===== config.mk =====
export PLATFORM = sky130hd
export DESIGN_NAME = wash_core_flat
export DESIGN_NICKNAME = d
export VERILOG_FILES = /design/src/rtl/wash_pkg.sv /design/src/rtl/wash_if.sv /design/src/rtl/wash_timer.sv /design/src/rtl/wash_core.sv /design/src/flat_wrapper.sv
export SDC_FILE = /design/constraint.sdc
export NUM_CORES = 1
export LEC_CHECK = 0
export ABC_AREA = 1
export CORE_ASPECT_RATIO = 1.4
export CORE_MARGIN = 2
export CORE_UTILIZATION = 50
export DETAILED_ROUTE_END_ITERATION = 6
export GPL_ROUTABILITY_DRIVEN = 0
export GPL_TIMING_DRIVEN = 0
export HOLD_SLACK_MARGIN = 0.1
export PLACE_DENSITY = 0.77
export SETUP_SLACK_MARGIN = 0.4
export SLEW_MARGIN = 20
export SYNTH_ARGS = -nofsm -noshare
export SYNTH_HDL_FRONTEND = slang
export SYNTH_HIERARCHICAL = 1
export SYNTH_SLANG_ARGS = --single-unit

===== constraint.sdc =====
create_clock -name clk -period 3.3 [get_ports clk]
set_input_delay 0.66 -clock clk [delete_from_list [all_inputs] [get_ports clk]]
set_output_delay 0.66 -clock clk [all_outputs]
set_load 0.02 [all_outputs]

===== src/rtl/wash_pkg.sv =====
// Shared opcodes, state encoding and instruction field positions for the
// wash_core sequencer.
package wash_pkg;

    typedef enum logic [1:0] {
        ST_IDLE  = 2'd0,
        ST_RUN   = 2'd1,
        ST_SLEEP = 2'd2,
        ST_FAULT = 2'd3
    } state_t;

    localparam logic [7:0] OP_HALT     = 8'h00;
    localparam logic [7:0] OP_WAIT     = 8'h10;
    localparam logic [7:0] OP_ACT_BASE = 8'h11;
    localparam logic [7:0] OP_ACT_LAST = 8'h1F;
    localparam logic [7:0] OP_SET      = 8'h21;
    localparam logic [7:0] OP_DEC      = 8'h22;
    localparam logic [7:0] OP_J        = 8'h30;
    localparam logic [7:0] OP_JZ       = 8'h31;
    localparam logic [7:0] OP_JNZ      = 8'h32;
    localparam logic [7:0] OP_CALL     = 8'h33;
    localparam logic [7:0] OP_RET      = 8'h34;

    localparam int OPC_LSB = 0;
    localparam int OPC_MSB = 7;
    localparam int RID_LSB = 8;
    localparam int RID_MSB = 15;
    localparam int ARG_LSB = 16;
    localparam int ARG_MSB = 31;

endpackage


===== src/rtl/wash_if.sv =====
// Control/fetch/status bundle between the program side and the wash_core sequencer.
interface wash_if #(
    parameter int ADDR_W  = 8,
    parameter int ACT_NUM = 4
);
    logic                start;
    logic                pause;
    logic                abort;
    logic [31:0]         instr;
    logic [ADDR_W-1:0]   pc;
    logic [ACT_NUM-1:0]  act;
    logic [7:0]          phase;
    logic [1:0]          state;
    logic                fault;

    modport master (
        output start, pause, abort, instr,
        input  pc, act, phase, state, fault
    );

    modport slave (
        input  start, pause, abort, instr,
        output pc, act, phase, state, fault
    );
endinterface


===== src/rtl/wash_timer.sv =====
// Down-counter for timed ops: load, freeze, clear, and an expiry flag on the last count.
module wash_timer #(
    parameter int DATA_W = 16
) (
    input  logic              clk,
    input  logic              rst,
    input  logic              i_load,
    input  logic [DATA_W-1:0] i_load_val,
    input  logic              i_freeze,
    input  logic              i_clear,
    output logic              o_expire
);
    logic [DATA_W-1:0] r_cnt;

    always_ff @(posedge clk or posedge rst) begin
        if (rst)
            r_cnt <= '0;
        else if (i_clear)
            r_cnt <= '0;
        else if (i_load)
            r_cnt <= i_load_val;
        else if (!i_freeze && r_cnt != '0)
            r_cnt <= r_cnt - DATA_W'(1);
    end

    assign o_expire = (r_cnt == DATA_W'(1));
endmodule


===== src/rtl/wash_core.sv =====
// Program-ROM driven washer sequencer: timed actuator ops, general registers,
// call/return stack, pause/abort controls and a sticky FAULT state.
module wash_core
    import wash_pkg::*;
#(
    parameter int DATA_W      = 16,
    parameter int REG_NUM     = 4,
    parameter int ADDR_W      = 8,
    parameter int ACT_NUM     = 4,
    parameter int STACK_DEPTH = 4,
    parameter int BOOT_ADDR   = 2,
    parameter int SIG_REG     = 2
) (
    input  logic  clk,
    input  logic  rst,
    wash_if.slave bus
);
    localparam int RID_W = (REG_NUM > 1) ? $clog2(REG_NUM) : 1;
    localparam int STK_W = (STACK_DEPTH > 1) ? $clog2(STACK_DEPTH) : 1;
    localparam int SP_W  = $clog2(STACK_DEPTH + 1);

    state_t             r_state;
    logic [ADDR_W-1:0]  r_pc;
    logic               r_fault;
    logic [DATA_W-1:0]  r_regs  [REG_NUM];
    logic [ADDR_W-1:0]  r_stack [STACK_DEPTH];
    logic [SP_W-1:0]    r_sp;

    logic [7:0]         w_opc;
    logic [7:0]         w_rid;
    logic [15:0]        w_arg;
    logic [RID_W-1:0]   w_ridx;
    logic [7:0]         w_aidx;
    logic               w_rid_ok;
    logic               w_act_ok;
    logic               w_timed;
    logic               w_short;
    logic               w_illegal;
    logic [DATA_W-1:0]  w_rval;
    logic [ADDR_W-1:0]  w_pc_inc;
    logic [ADDR_W-1:0]  w_target;
    logic [STK_W-1:0]   w_push_idx;
    logic [STK_W-1:0]   w_pop_idx;
    logic               w_live;
    logic               w_tmr_load;
    logic               w_expire;

    assign w_opc      = bus.instr[OPC_MSB:OPC_LSB];
    assign w_rid      = bus.instr[RID_MSB:RID_LSB];
    assign w_arg      = bus.instr[ARG_MSB:ARG_LSB];
    assign w_ridx     = w_rid[RID_W-1:0];
    assign w_aidx     = w_opc - OP_ACT_BASE;
    assign w_rid_ok   = (32'(w_rid) < REG_NUM);
    assign w_act_ok   = (w_opc >= OP_ACT_BASE) && (w_opc <= OP_ACT_LAST) && (32'(w_aidx) < ACT_NUM);
    assign w_timed    = (w_opc == OP_WAIT) || w_act_ok;
    assign w_short    = (w_arg < 16'd2);
    assign w_rval     = r_regs[w_ridx];
    assign w_pc_inc   = r_pc + ADDR_W'(1);
    assign w_target   = ADDR_W'(w_arg);
    assign w_push_idx = STK_W'(r_sp);
    assign w_pop_idx  = STK_W'(r_sp - SP_W'(1));

    always_comb begin
        w_illegal = 1'b0;
        case (w_opc)
            OP_HALT, OP_WAIT, OP_J:         w_illegal = 1'b0;
            OP_SET, OP_DEC, OP_JZ, OP_JNZ:  w_illegal = !w_rid_ok;
            OP_CALL:                        w_illegal = (r_sp == SP_W'(STACK_DEPTH));
            OP_RET:                         w_illegal = (r_sp == '0);
            default:                        w_illegal = !w_act_ok;
        endcase
    end

    // The RUN cycle is the first cycle of a timed op, so SLEEP covers arg-1 more.
    assign w_tmr_load = (r_state == ST_RUN) && !bus.pause && !bus.abort &&
                        !w_illegal && w_timed && !w_short;

    wash_timer #(.DATA_W(DATA_W)) u_timer (
        .clk        (clk),
        .rst        (rst),
        .i_load     (w_tmr_load),
        .i_load_val (DATA_W'(w_arg) - DATA_W'(1)),
        .i_freeze   (bus.pause),
        .i_clear    (bus.abort),
        .o_expire   (w_expire)
    );

    always_ff @(posedge clk or posedge rst) begin
        if (rst) begin
            r_state <= ST_IDLE;
            r_pc    <= '0;
            r_fault <= 1'b0;
            r_sp    <= '0;
            for (int i = 0; i < REG_NUM; i++)     r_regs[i]  <= '0;
            for (int i = 0; i < STACK_DEPTH; i++) r_stack[i] <= '0;
        end else if (bus.abort) begin
            r_state <= ST_IDLE;
            r_fault <= 1'b0;
            r_sp    <= '0;
        end else begin
            case (r_state)
                ST_IDLE: if (bus.start) begin
                    r_pc    <= ADDR_W'(BOOT_ADDR);
                    r_state <= ST_RUN;
                end
                ST_FAULT: if (bus.start) begin
                    r_sp    <= '0;
                    r_pc    <= ADDR_W'(BOOT_ADDR);
                    r_state <= ST_RUN;
                    r_fault <= 1'b0;
                end
                ST_SLEEP: if (!bus.pause && w_expire) begin
                    r_pc    <= w_pc_inc;
                    r_state <= ST_RUN;
                end
                ST_RUN: if (!bus.pause) begin
                    if (w_illegal) begin
                        r_state <= ST_FAULT;
                        r_fault <= 1'b1;
                    end else begin
                        case (w_opc)
                            OP_HALT: r_state <= ST_IDLE;
                            OP_SET: begin
                                r_regs[w_ridx] <= DATA_W'(w_arg);
                                r_pc           <= w_pc_inc;
                            end
                            OP_DEC: begin
                                if (w_rval != '0) r_regs[w_ridx] <= w_rval - DATA_W'(1);
                                r_pc <= w_pc_inc;
                            end
                            OP_J:   r_pc <= w_target;
                            OP_JZ:  r_pc <= (w_rval == '0) ? w_target : w_pc_inc;
                            OP_JNZ: r_pc <= (w_rval != '0) ? w_target : w_pc_inc;
                            OP_CALL: begin
                                r_stack[w_push_idx] <= w_pc_inc;
                                r_sp                <= r_sp + SP_W'(1);
                                r_pc                <= w_target;
                            end
                            OP_RET: begin
                                r_pc <= r_stack[w_pop_idx];
                                r_sp <= r_sp - SP_W'(1);
                            end
                            default: begin
                                if (w_short) r_pc <= w_pc_inc;
                                else         r_state <= ST_SLEEP;
                            end
                        endcase
                    end
                end
                default: r_state <= ST_IDLE;
            endcase
        end
    end

    assign w_live = ((r_state == ST_RUN) || (r_state == ST_SLEEP)) && !bus.pause;

    for (genvar k = 0; k < ACT_NUM; k++) begin : g_act
        assign bus.act[k] = w_live && (w_opc == 8'(OP_ACT_BASE + k));
    end

    assign bus.pc    = r_pc;
    assign bus.state = r_state;
    assign bus.fault = r_fault;
    assign bus.phase = 8'(r_regs[SIG_REG]);
endmodule

===== src/flat_wrapper.sv =====
// flat-port wrapper written by rule: the top's interface ports become plain ports
module wash_core_flat import wash_pkg::*;
#(
    parameter int DATA_W      = 16,
    parameter int REG_NUM     = 4,
    parameter int ADDR_W      = 8,
    parameter int ACT_NUM     = 4,
    parameter int STACK_DEPTH = 4,
    parameter int BOOT_ADDR   = 2,
    parameter int SIG_REG     = 2
)
  (clk, rst, bus_start, bus_pause, bus_abort, bus_instr, bus_pc, bus_act, bus_phase, bus_state, bus_fault);
  wash_if #(.ADDR_W(ADDR_W), .ACT_NUM(ACT_NUM)) bus_i ();
  input  logic clk;
  input  logic rst;
  input wire logic [$bits(bus_i.start)-1:0] bus_start;
  input wire logic [$bits(bus_i.pause)-1:0] bus_pause;
  input wire logic [$bits(bus_i.abort)-1:0] bus_abort;
  input wire logic [$bits(bus_i.instr)-1:0] bus_instr;
  output wire logic [$bits(bus_i.pc)-1:0] bus_pc;
  output wire logic [$bits(bus_i.act)-1:0] bus_act;
  output wire logic [$bits(bus_i.phase)-1:0] bus_phase;
  output wire logic [$bits(bus_i.state)-1:0] bus_state;
  output wire logic [$bits(bus_i.fault)-1:0] bus_fault;
  assign bus_i.start = bus_start;
  assign bus_i.pause = bus_pause;
  assign bus_i.abort = bus_abort;
  assign bus_i.instr = bus_instr;
  assign bus_pc = bus_i.pc;
  assign bus_act = bus_i.act;
  assign bus_phase = bus_i.phase;
  assign bus_state = bus_i.state;
  assign bus_fault = bus_i.fault;
  wash_core #(.DATA_W(DATA_W), .REG_NUM(REG_NUM), .ADDR_W(ADDR_W), .ACT_NUM(ACT_NUM), .STACK_DEPTH(STACK_DEPTH), .BOOT_ADDR(BOOT_ADDR), .SIG_REG(SIG_REG)) u_core (.clk(clk), .rst(rst), .bus(bus_i));
endmodule

==> summary.txt <==
P&R area growth vs syn -> 20.57%
Layout Skew -> 5.723 ps
Most frequent cells after synthesis -> nand2_1, dfrtp_1, nor2_1, o21ai_0, inv_1
Setup TNS -> 0 ps
Most frequent cell after synthesis -> nand2_1
Starting Density -> 51.22%
Core area -> 16170 sq um
Outcome -> completed
Cell area power density -> 584.5 nW/um^2
Worst-case reg-to-reg path depth -> 16
Leakage -> 5.172 nW
Reg-to-Reg End -> u_core/u_timer/r_cnt[13]$_DFFE_PP0P_
CP Max Fanout -> 12
Max VDD drop -> 0.0003498 V
Area leader, netlist -> dfrtp_1
Total Routing Usage GR -> 28.46%
RSZ-0062 raised after global routing -> false
Post-synth cell types -> 41
Hold buffer count at cts -> 0
Antenna Nets Post-Route -> 0
H-Tree Depth -> 4
Chip width -> 112.8 um
CTS root buf -> clkbuf_16
Final core utilization -> 61.76%
Final HPWL DP -> 18210 um
Worst slew margin -> 48.70%
Dpl cell area -> 9180 sq um
Post-synth top area share -> 38.07%
Sink Count -> 126
Seq/Total Area, Yosys -> 38.07%
Syn avg cell area -> 6.712 sq um
Via count of the first global-routing pass -> 8181
Final Setup Violations -> 0
Crit start category -> flop
Grt total ovfl -> 0
Final hold violation count -> 0
Least-Margin Pin Slew -> 766.9 ps
Fillers -> 1471
First-pass GRT wire length -> 39760 um
Top_reg_cell synth -> dfrtp_1
Die height -> 156.3 um
Post-layout instance area -> 9987 sq um
Fmax -> 366.0 MHz
CP arrival -> 3040 ps
Vias -> 8484
R2R Path Start -> u_core/r_sp[0]$_DFFE_PP0P_
Fin cells -> 1535
Via/cell ratio -> 5.527
Design Power -> 5.837 mW
Largest net degree at the start of global routing -> 33
Max-cap viol count -> 0
Largest cells by area after synthesis -> dfrtp_1, nand2_1, o21ai_0
Hold crit path type -> reg -> reg
Clock buffer depth -> 2
Hold Path Origin -> u_core/r_stack[18]$_DFFE_PP0P_
EDFF count, synth -> 0
DR WL/cell -> 15.93 um
Min-Delay Path Depth -> 2
CTS tree -> built
Number of inserted diodes -> 0
Max Slew Vio Count -> 0
Number of nets in the layout -> 1375
Syn nets -> 1284
Initial antenna violation count -> 0
Layout cells sized above 1 -> 11.38%
Die area -> 17630 sq um
Hold-critical path endpoint -> u_core/r_stack[18]$_DFFE_PP0P_
First-pass iteration count of the detailed router -> 6
Warnings, synthesis -> 6
Cts bufs inserted -> 17
R2R setup slack -> 570 ps
Tmin final -> 2732 ps
Ys async rst share -> 100.0%
Crit. End Element -> flop
DRT Wirelength -> 24450 um
Placed cells -> 1493
Clock transition at path regs -> 60 ps
DR iter-0 viols -> 512
CP Class -> reg -> reg
Final Cycle Share -> 82.80%
Seq cells post-synth -> 126
Syn Inst Count -> 1234
I/O pins -> 60
WP data required -> 3610 ps
Site Rows -> 55
Mapped Area -> 8283 sq um
DRC -> 0
Clk Latency, worst-skew pair -> 420 ps
Port bufs -> 57
-- sequential cells by signal, summed over array words and instances, names as in the netlist --
register and cells:
u_core/bus.fault 1, u_core/bus.pc 8, u_core/bus.phase 8, u_core/bus.state 2
u_core/r_regs 56, u_core/r_sp 3, u_core/r_stack 32, u_core/u_timer/r_cnt 16
-- through the flow --
stage,setup slack (ps),hold WS [ps]
detailed placement,-601.4,465.2
finish,567.7,479.1
CTS,357.8,481.5
global route,405.3,492.1
global placement,-540.1,461.0
floorplan,435.9,447.8
-- logic make-up (layout without fill, tap and decap cells) --
group | count (synthesis) | after routing | synth area share, %
flops | 126 | 126 | 38.07
xor+xnor | 20 | 20 | 2.115
buf+inv | 155 | 257 | 8.761
simple gates | 733 | 733 | 37.16
mux | 1 | 1 | 0.1209
compound gates | 186 | 186 | 11.81
fa+ha+maj | 13 | 13 | 1.964
-- worst max-delay path by stage --
stage,endpoint,slack (ps),startpoint
after CTS,u_core/u_timer/r_cnt[3]$_DFFE_PP0P_,360,bus_instr[6]
final,u_core/u_timer/r_cnt[13]$_DFFE_PP0P_,570,u_core/r_sp[0]$_DFFE_PP0P_
after floorplan,u_core/u_timer/r_cnt[14]$_DFFE_PP0P_,440,u_core/r_sp[0]$_DFFE_PP0P_
after global placement,u_core/u_timer/r_cnt[4]$_DFFE_PP0P_,-540,bus_instr[2]
after global routing,u_core/u_timer/r_cnt[14]$_DFFE_PP0P_,410,bus_instr[16]
after detailed placement,u_core/u_timer/r_cnt[3]$_DFFE_PP0P_,-600,bus_instr[2]
-- area by class of cell --
class | count | area, sq um | share of cell area (%)
multi-input cells | 953 | 4494 | 45.00
flip-flops and latches | 126 | 3153 | 31.57
repair buffers | 72 | 748.2 | 7.492
clock buffers | 19 | 442.9 | 4.435
inverters | 106 | 406.6 | 4.072
plain buffers | 49 | 350.3 | 3.508
well taps | 199 | 249.0 | 2.493
clock inverters | 11 | 142.6 | 1.428
-- per-layer routing --
metal	vias up	share of wire, %	routed length, um	global-route usage, %
li1	4116	-	-	-
met1	3930	38	9245	32.47
met2	349	51	12500	50.87
met3	89	6.0	1455	3.834
met4	0	5.1	1254	16.14
met5	-	0	0	0
-- report_power, final --
| group | internal (mW) | switching [mW] |
|---|---|---|
| Combinational | 0.724 | 1.39 |
| Sequential | 1.68 | 0.149 |
| Clock | 1.20 | 0.707 |
| Total | 3.59 | 2.24 |
-- repair_timing --
| action | in CTS | in global routing |
|---|---|---|
| cloned | 0 | 0 |
| endpoints found under the hold margin | 0 | 0 |
| endpoints found under the setup margin | 124 | 109 |
| setup buffers | 2 | 10 |
| pin swaps | 0 | 5 |
| resized for setup | 23 | 26 |
-- cells in the final DEF (no fill, tap or decap), drive strengths merged --
cell,count
bufinv,3
nand4,9
nand3,84
nor4,4
nor3,9
o21ai,143
o211ai,1
nand2,482
o22ai,3
a31oi,1
inv,106
nand3b,1
clkbuf,33
mux2i,1
ha,13
clkinv,5
xor2,17
clkinvlp,3
dlymetal6s2s,6
dfrtp,126
nor2,137
a21oi,29
a22oi,1
xnor2,3
dlygate4sd2,6
nor2b,1
buf,50
or2,5
o32ai,8
nor3b,1
clkdlybuf4s50,45
-- critical path: stages (launching register included) --
cell and delay (ps):
dfrtp_1 380, clkbuf_4 220, inv_4 80, clkbuf_8 170, ha_1 230, nand3_1 90
nand2_1 70, a21oi_2 140, nand2_2 110, nor2_4 100, inv_2 70, nor3_4 230
inv_2 110, buf_4 190, or2_2 280, nand3_1 90, o21ai_1 60
(Power assumes the default switching activity.)
